$ cat src/rtl/adder_pkg.sv
// Shared sizing constants for the ripple-carry adder and its registered result.
package adder_pkg;
  localparam int ADDER_WIDTH        = 8;
  localparam int ADDER_RESULT_WIDTH = ADDER_WIDTH + 1;
endpackage

$ cat src/rtl/full_adder.sv
// One-bit full adder: the single stage repeated along the carry chain.
module full_adder (
  input  logic a,
  input  logic b,
  input  logic cin,
  output logic s,
  output logic cout
);
  assign s    = a ^ b ^ cin;
  assign cout = (a & b) | (a & cin) | (b & cin);
endmodule

$ cat src/rtl/adder_8bit.sv
// Ripple-carry adder with combinational sum/carry/overflow and a registered
// copy of {Cout,S}. Only the registered copy sees clk and rst.
module adder_8bit
  import adder_pkg::*;
#(
  parameter int WIDTH = ADDER_WIDTH
) (
  input  logic             clk,
  input  logic             rst,
  input  logic [WIDTH-1:0] A,
  input  logic [WIDTH-1:0] B,
  input  logic             Cin,
  output logic [WIDTH-1:0] S,
  output logic             Cout,
  output logic             V,
  output logic [WIDTH-1:0] S_q,
  output logic             Cout_q
);

  // Each stage owns its carry-in/carry-out, so the chain is a sequence of
  // distinct nets rather than bits of one vector feeding back on itself.
  for (genvar i = 0; i < WIDTH; i++) begin : g_stage
    logic ci;
    logic co;
    if (i == 0) begin : g_first
      assign ci = Cin;
    end else begin : g_rest
      assign ci = g_stage[i-1].co;
    end
    full_adder u_fa (
      .a   (A[i]),
      .b   (B[i]),
      .cin (ci),
      .s   (S[i]),
      .cout(co)
    );
  end

  assign Cout = g_stage[WIDTH-1].co;
  // Signed overflow: carry into the sign bit differs from carry out of it.
  assign V    = g_stage[WIDTH-1].ci ^ g_stage[WIDTH-1].co;

  always_ff @(posedge clk or posedge rst) begin
    if (rst) begin
      S_q    <= '0;
      Cout_q <= 1'b0;
    end else begin
      S_q    <= S;
      Cout_q <= Cout;
    end
  end

endmodule

$ cat config.mk
export PLATFORM = sky130hd
export DESIGN_NAME = adder_8bit
export DESIGN_NICKNAME = d
export VERILOG_FILES = /design/src/rtl/adder_pkg.sv /design/src/rtl/full_adder.sv /design/src/rtl/adder_8bit.sv
export SDC_FILE = /design/constraint.sdc
export NUM_CORES = 1
export LEC_CHECK = 0
export ABC_AREA = 1
export CORE_MARGIN = 4
export CORE_UTILIZATION = 31
export CTS_CLUSTER_DIAMETER = 80
export DETAILED_ROUTE_END_ITERATION = 10
export DONT_BUFFER_PORTS = 1
export PLACE_DENSITY = 0.49
export SLEW_MARGIN = 20
export SYNTH_ARGS = -nofsm -noshare
export SYNTH_HDL_FRONTEND = slang
export SYNTH_SLANG_ARGS = --single-unit
$ cat constraint.sdc
create_clock -name clk -period 10.6 [get_ports clk]
set_input_delay 1.06 -clock clk [delete_from_list [all_inputs] [get_ports clk]]
set_output_delay 1.06 -clock clk [all_outputs]
set_load 0.01 [all_outputs]
==> impl_metrics.ini <==
[clock_network]
cts_resized = 0
cts_root_buf = clkbuf_4
cts_buffers = 3
postCtsHoldBufs = 0
cts.sinks = 9
cts_tree = yes
clk_pin_slew_worst_paths_ns = 0.06
cts_buffer_depth = 2
htree_levels = 1
cts_setup_buffers = 0

[synth]
synth.yosys.warnings = 0
yosysUniqueCellTypes = 6
ys_seq_area_share_pct = 45.2
async_reset_ff_share_pct = 100
synth.most_common_cell = inv_1
syn_area_um2 = 498
synth_cells = 39
synth_nets = 66
synthFlopType = dfrtp_1
synth_edf_count = 0
syn_area_per_cell_um2 = 12.8
netlist.area_leader.share_pct = 45.2
synth_seq_cells = 9
ys_top_cells_by_area = dfrtp_1, fa_1, buf_4
yosysTopAreaCell = dfrtp_1
ys_top_cells_by_count = inv_1, dfrtp_1, buf_4, fa_1, nand2_1

[critical_path]
crit_path_start = A[0]
endpoint = S[7]
crit_path_start_kind = primary input
criticalPathCategory = in -> out
critPathRequiredTime_ns = 9.54
worst_setup_path_end_kind = output pin
crit_arrival_ns = 4.28
cp_max_fo = 2

[route]
ant_nets = 0
routed_wirelength_um = 811
via_per_inst = 4.27
drc = 0
drt_first_pass_iters = 1
vias = 218
detail_route.wl_per_cell_um = 15.9
drt_iter0_drc = 0

[flow_run]
cap_violations = 0

[grt]
grt_overflow = 0
grt_pass1_wl_mm = 1.00
grt_max_degree = 10
grt_antenna_before_repair = 0
grt_pass1_vias = 256
grt_usage_pct = 7.08

[floorplan]
ios = 38
rows = 14
die_area_um2 = 2310
fp.dieH_um = 48.1
die_x_um = 48.1
start_util_pct = 33.1
coreArea_um2 = 1510

[timing]
setup_viol = 0
final-hold-violation-count = 0
slew_violations = 0
fin_setup_tns_ns = 0
slew_headroom_pct = 79.0
fmax_ghz = 0.187
rsz0062_at_grt = false
finalCritPeriodShare_pct = 50.4
worst_pin_slew_ns = 0.314
min_period_ns = 5.34

[finish]
antenna_cells = 0
fillerInstances = 159
fin_area_um2 = 484
drive_above_1_share_pct = 11.4
syn_to_final_growth_pct = -2.76
stdcell_count = 51
postLayoutCoreUtil_pct = 32.1
nets = 63

[placed_design]
portBuffers = 0
dp_hpwl_um = 744
dpl_cell_area_um2 = 458
gp_congestion = 0.633
place_inst = 47

[power_and_ir_drop]
total_power_mw = 0.0893
leakagePower_nw = 0.245
irDropWorstVdd_v = 0.0000424
p_per_area_nw_per_um2 = 184

[min_path]
hold_class = in -> async

[run_status]
status = completed
[worst min-delay path by stage]
stage,from,to,slack (ns),cells past startpoint
finish,rst,S_q[4],0.64,1
CTS,rst,S_q[4],0.64,1
global placement,rst,S_q[7],0.92,1
floorplan,rst,Cout_q,0.89,1
detailed placement,rst,S_q[7],0.92,1
global route,rst,S_q[7],0.66,1
[metal layers]
layer	GRT usage [%]	routed length [um]
met4	9.68	0
met1	5.84	270
met2	10.3	416
met3	3.76	123
met5	0	0
[cells in the final DEF, fill, tap and decap left out]
| cell type | netlist | final |
|---|---|---|
| inv_1 | 10 | 10 |
| dfrtp_1 | 9 | 9 |
| fa_1 | 8 | 8 |
| nand2_1 | 3 | 3 |
| clkbuf_4 | 0 | 3 |
| inv_2 | 1 | 1 |
| clkbuf_1 | 0 | 1 |
[power breakdown]
part	switching [mW]	total [mW]	internal, mW
registers	0.00573	0.0464	0.0407
clock network	0.0111	0.0256	0.0145
logic	0.0113	0.0173	0.00602
total	0.0282	0.0893	0.0611
[flip-flops by register name (all words and copies together) (netlist names)]
signal / cells
Cout_q: 1
S_q: 8
[through the flow]
| step | hold slack (ns) | setup WS (ns) |
|---|---|---|
| after CTS | 0.643 | 5.23 |
| after detailed placement | 0.923 | 5.23 |
| after global placement | 0.922 | 5.25 |
| after floorplan | 0.888 | 5.30 |
| after global routing | 0.656 | 5.15 |
| final | 0.638 | 5.26 |
[area by class of cell]
type | instances | area (um2) | area share [%]
Clock buffer | 4 | 26.3 | 5.43
Inverter | 11 | 41.3 | 8.53
Multi-Input combinational cell | 11 | 171 | 35.4
Sequential cell | 9 | 225 | 46.5
Tap cell | 16 | 20.0 | 4.13
[kinds of logic after synthesis]
family	after synthesis	synth area share, %
buffers and inverters	19	20.4
DFF	9	45.2
adders and majority gates	8	32.2
and+or+nand+nor	3	2.26
[worst max-delay path, stage by stage]
cell   delay, ns
inv_1       0.06
fa_1        0.16
inv_1       0.04
fa_1        0.37
fa_1        0.39
fa_1        0.39
fa_1        0.39
fa_1        0.39
fa_1        0.42
inv_2       0.08
fa_1        0.40
inv_1       0.12
No activity file was read; power rests on OpenSTA's default activity.
